===== src/rtl/timer_dev.sv =====
// Memory-mapped countdown timer on the M-stage data bus: CTRL / PRESET / COUNT
// registers, a four-state counting FSM and a maskable interrupt request.
module timer_dev #(
  parameter logic [31:0] BASE_ADDR = 32'h0000_7F00
) (
  input  logic        clk,
  input  logic        rst,
  input  logic [31:0] addr,
  input  logic        write_enable,
  input  logic [31:0] write_data,
  output logic [31:0] read_result,
  output logic        irq
);

  typedef enum logic [1:0] {
    IDLE = 2'd0,
    LOAD = 2'd1,
    CNT  = 2'd2,
    INT  = 2'd3
  } state_t;

  typedef enum logic [1:0] {
    REG_CTRL   = 2'd0,
    REG_PRESET = 2'd1,
    REG_COUNT  = 2'd2,
    REG_NONE   = 2'd3
  } reg_sel_t;

  state_t      state;
  logic [3:0]  ctrl;
  logic [31:0] preset;
  logic [31:0] count;
  logic        irq_flag;

  logic        hit;
  reg_sel_t    sel;
  logic        wr_ctrl;
  logic        wr_preset;
  logic        en;
  logic        auto_reload;

  assign hit         = (addr[31:4] == BASE_ADDR[31:4]) && (addr[1:0] == 2'b00);
  assign sel         = reg_sel_t'(addr[3:2]);
  assign wr_ctrl     = write_enable && hit && (sel == REG_CTRL);
  assign wr_preset   = write_enable && hit && (sel == REG_PRESET);
  assign en          = ctrl[0];
  // MODE 1x falls back to one-shot, so only the exact 01 pattern reloads.
  assign auto_reload = (ctrl[2:1] == 2'b01);

  assign irq = irq_flag & ctrl[3];

  // NOTE: every signal assigned in always_comb gets a default first so no
  // path leaves it unassigned and no latch is inferred.
  always_comb begin
    read_result = '0;
    if (hit) begin
      case (sel)
        REG_CTRL:   read_result = {28'd0, ctrl};
        REG_PRESET: read_result = preset;
        REG_COUNT:  read_result = count;
        default:    read_result = '0;
      endcase
    end
  end

  // NOTE: sequential state uses non-blocking assignments so every branch
  // below sees pre-edge values, which is what the collision rules rely on.
  always_ff @(posedge clk or posedge rst) begin
    if (rst) begin
      state    <= IDLE;
      ctrl     <= '0;
      preset   <= '0;
      count    <= '0;
      irq_flag <= 1'b0;
    end else begin
      if (wr_preset) preset <= write_data;

      case (state)
        IDLE: if (en) state <= LOAD;
        LOAD: begin
          count <= preset;
          state <= CNT;
        end
        CNT: begin
          if (!en) begin
            state <= IDLE;
          end else if (count == 32'd0) begin
            state    <= INT;
            irq_flag <= 1'b1;
          end else begin
            count <= count - 32'd1;
          end
        end
        INT: begin
          if (auto_reload) begin
            irq_flag <= 1'b0;
            state    <= LOAD;
          end else begin
            ctrl[0] <= 1'b0;
            state   <= IDLE;
          end
        end
        default: state <= IDLE;
      endcase

      // Later assignments override the FSM: a CPU write beats the one-shot
      // EN auto-clear and any flag set or clear made in the same edge.
      if (wr_ctrl) ctrl <= write_data[3:0];
      if (wr_ctrl || wr_preset) irq_flag <= 1'b0;
    end
  end

endmodule


===== config.mk =====
export PLATFORM = sky130hd
export DESIGN_NAME = timer_dev
export DESIGN_NICKNAME = d
export VERILOG_FILES = /design/src/rtl/timer_dev.sv
export SDC_FILE = /design/constraint.sdc
export NUM_CORES = 1
export LEC_CHECK = 0
export ABC_AREA = 1
export BUFFER_PORTS_ARGS = -buffer_cell sky130_fd_sc_hd__buf_2
export CAP_MARGIN = 25
export CORE_ASPECT_RATIO = 0.6
export CORE_MARGIN = 1.5
export CORE_UTILIZATION = 60
export CTS_BUF_LIST = sky130_fd_sc_hd__clkbuf_8
export DETAILED_ROUTE_END_ITERATION = 16
export PLACE_DENSITY = 0.86
export SLEW_MARGIN = 15
export SYNTH_ARGS = -nofsm -noshare
export SYNTH_HDL_FRONTEND = slang
export SYNTH_SLANG_ARGS = --single-unit

===== constraint.sdc =====
create_clock -name clk -period 5.9 [get_ports clk]
set_input_delay 0.59 -clock clk [delete_from_list [all_inputs] [get_ports clk]]
set_output_delay 0.59 -clock clk [all_outputs]
set_load 0.05 [all_outputs]

# [Word level (Yosys, flattened, before mapping)]
# Cells that the tools add are included.
[word_totals] output_inout_bits=33 in_bits=67 wordCells=57 register_bits=71
[op_classes] n_bitwise=1 n_eq_ne=15 n_mux=18 n_reduce_logical=16 n_addsub=1
[op_table] cell="$mux 32" count=3
[op_table] cell="$pmux 32 s3" count=1
[op_table] cell="$pmux 32 s2" count=1
[op_table] cell="$logic_not 32->1" count=1
[op_table] cell="$sub 32x1->32 const B" count=1
[op_table] cell="$eq 28x11->1 const B" count=1
[op_table] cell="$ne 3x3->1 const B" count=4
[op_table] cell="$mux 1" count=8
[op_table] cell="$ne 2x2->1 const B" count=4
[op_table] cell="$pmux 2 s4" count=1
[op_table] cell="$eq 2x1->1 const B" count=3
[op_table] cell="$eq 2x2->1 const B" count=3
[op_table] cell="$logic_not 2->1" count=3
[op_table] cell="$mux 2" count=3
[op_table] cell="$logic_and 1x1->1" count=4
[op_table] cell="$reduce_and 2->1" count=2
[op_table] cell="$reduce_and 4->1" count=1
[op_table] cell="$reduce_bool 2->1" count=2
[op_table] cell="$reduce_and 3->1" count=1
[op_table] cell="$reduce_bool 3->1" count=1
[op_table] cell="$pmux 1 s2" count=1
[op_table] cell="$and 1x1->1" count=1
[op_table] cell="$logic_or 1x1->1" count=1

# [Logic depth before layout (Yosys ltp)]
[depth] depth_word=7 ltp_mapped=11 depth_no_buf=11

# [Least setup slack after synthesis]
# Ideal clock, no wire load.
[synth_path] path_type="input port to output port" startpoint="input port addr[2]" endpoint="output port read_result[0]" t_arrival_ns=2.192 setup_slack_ns=3.118 cell_stages=6 cell_sequence="buf_2 -> inv_2 -> nor2_1 -> clkbuf_1 -> nand2_1 -> a31oi_1"
[synth_between] elab_chain_len=3 elab_cells_between_ends=5 classes_between="2 x eq/ne; 2 x mux; 1 x reduce/logical"
[synth_lines] element="from (decl)" line="8" source="input logic [31:0] addr,"
[synth_lines] element="$eq 2x2->1, or another cell as far along" line="57" source="case (sel)"
[synth_lines] element="$pmux 32 s3 (*)" line="57"
[synth_lines] element="$mux 32 (*)" line="56" source="if (hit) begin"
[synth_lines] element="to (decl)" line="11" source="output logic [31:0] read_result,"
# Mark *: on every way between the ends. The rest lies on a longest branch, timed or not.

# [Final worst setup path]
[layout_path] startpoint="input port addr[2]" endpoint="output port read_result[15]"
# The elaborated chain is that of the path after synthesis.

==> run metrics <==
Critical Path RT 5.31 ns; part of the power in registers 48.6%; syn nets 822; worst rel slew slack 38.0%; ANT nets after route 0; Synth top area share 36.1%; crit-path max FO 36; setup TNS 0 ns; non-filler cells, final 946; post-synthesis cell count 753; Power Internal 0.766 mW; largest net degree at the start of global routing 72; Post-synth top cells nand2_1, nor2_1, dfrtp_1; Seq/Total Area, Yosys 36.1%; Mapped Area approximately 0.0049 mm2; H-tree depth 3; post-synth cell types 29; Core ar. around 0.008 mm2; Worst Tran Pin Value around 0.93 ns; Area Growth Syn to Fin 14.6%; fmax 0.293 GHz; Worst Min Path Start write_data[3]; largest cells by area after synthesis dfrtp_1, nand2_1, nand3_1; CP startpoint addr[2]; GP Congestion 0.968; Period minus WS final 3.41 ns; Initial Utilization 62.2%; reg-to-reg setup timing slack 3.27 ns; net switching power between 0.2 and 0.25 mW; Layout Skew 0.0137 ns; later-pin clock latency in the skew report 0.37 ns; GRT Util Overall between 30 and 40%; Detailed Route Iter0 Violations slightly below 700; max-slew violations 0; Hold Path Class in -> reg; clk slew on worst S/H paths 0.07 ns; status finished, final reports clean; # hold bufs at CTS 0; drt wl/cell 16.2 um; Reg2Reg Depth 9; Initial DRT Pass Iterations 5; Routed Wire Length 15300 um; RSZ-0062 raised after global routing false; area taken by multi-input logic gates between 0.002 and 0.003 mm2; DP Wirelength 10900 um; synthesized flop and latch total 71; Max Cap Viol 0; Storage cell area ~0.0018 mm2; Yosys warnings 0; Inserted Clock Buffers 9; Top Ports 100; initial antenna violation count 0; combinational power share approximately 5.5%; Yosys top cell by area dfrtp_1; Mapped Avg Cell Area 6.54 um2; clk sinks 71; crit path launch type primary input; worst vdd ir 154 uV; r2r startpoint count[0]; grt ovf 0; Lkg Pwr 3.12 nW; Longest Clk Path Bufs 2; ratio of cells with drive above 1 in the final layout 21.6%; Clock power frac 45.9%; root buf cell clkbuf_8; DR vias 5560; WHS Endpoint ctrl[3]; Synth Flop Type dfrtp_1; chip height 73.2 um; Site Rows 25; Crit Path Class in -> out; vias in the first global route 4900; Data arrival, critical path 2.82 ns; first-pass GRT wire length 24800 um; Die ar. 0.00878 mm2; number of synthesized flops with an enable pin 0; Inst Count DP 930; die width between 100 and 150 um; final setup fails 0; DR DRC count 0; nets 902; Fillers about 670; sw frac a little under a quarter; Power per Cell Area between 150 and 200 mW/mm2; asr flop ratio synth 100%; post-CTS setup buffers 0; Port Buffer Count 99; CTS tree done; top-count cell post-synth nand2_1; antenna cells 0; Reg-to-Reg End count[6]; crit end category output port; final hold vios 0; Gates resized, CTS repair 0; vias per inst 5.88; ratio of final minimum period to clock period between 50% and 60%; WHS Path Cells 3
## flip-flops by register name (all words and copies together), names as in the netlist
signal and cells:
ctrl 4, state 2, irq_flag 1, count 32
preset 32
## cells by family after synthesis
family	after synthesis	share of synthesized area, %
buffers and inverters	90	8.05
AO/OA/AOI/OAI	73	8.99
flip-flops	71	36.1
AND/OR/NAND/NOR	517	46.4
adder cells (fa/ha/maj)	2	0.508
## how the worst max path moves through the flow
stage                           end  slack, ns  cells past startpoint
finish              read_result[15]       2.49                      7
global route        read_result[19]       2.37                      7
CTS                 read_result[26]       2.60                      7
detailed placement  read_result[26]       2.60                      7
global placement    read_result[27]       2.76                      7
floorplan            read_result[0]       3.12                      6
## stage by stage
step | util, % | power (mW) | hold WS [ns] | cell area, um2 | setup WS, ns
global route | 71.3 | 1.02 | 0.451 | 5640 | 2.37
detailed placement | 68.4 | 0.551 | 0.470 | 5410 | 2.60
global placement | 68.4 | 0.549 | 0.463 | 5410 | 2.76
finish | 71.3 | 1.00 | 0.453 | 5640 | 2.49
floorplan | - | 0.520 | 0.442 | 4920 | 3.12
CTS | 71.3 | 0.999 | 0.441 | 5640 | 2.60
## worst max-delay path, cell delays in order
cell and delay [ns]:
buf_2 0.55, inv_2 0.14, nor2_2 0.63, buf_4 0.36, nand2_1 0.08, a21oi_1 0.16, buf_2 0.28
## layout make-up
| class | instances | share of cell area [%] |
|---|---|---|
| timing repair buffer | 105 | 9.58 |
| clock buffer | 11 | 2.68 |
| inverter | 54 | 3.59 |
| clock inverter | 5 | 1.42 |
| tap | 108 | 2.39 |
| multi-input combinational | 592 | 48.8 |
| sequential | 71 | 31.5 |
## routing by layer
layer | global-route usage [%] | up-vias | wire, um
met5 | 0 | - | 0
met4 | 11.6 | 0 | 229
met3 | 7.34 | 26 | 1820
met2 | 51.0 | 338 | 6130
met1 | 57.0 | 2593 | 7110
li1 | - | 2603 | -
## placed cells by master, fill, tap and decap left out, types with 11 or more instances in the layout
cell	netlist	final
nand2_1	281	281
inv_1	47	46
nand4_1	45	45
o21ai_0	17	17
nand3_1	68	68
nor2_1	84	82
dfrtp_1	71	71
or2_2	14	14
buf_2	11	99
nor2_2	9	11
clkbuf_8	0	11
o21ai_2	13	13
a21oi_1	33	33
## power groups by stage
stage / clock, mW / combinational, mW / sequential, mW
global route: 0.473 / 0.0611 / 0.486
finish: 0.460 / 0.0554 / 0.486
detailed placement: 0 / 0.0547 / 0.496
CTS: 0.458 / 0.0548 / 0.486
global placement: 0 / 0.0528 / 0.496
floorplan: 0 / 0.0240 / 0.496
Power figures use the tool's default switching activity.
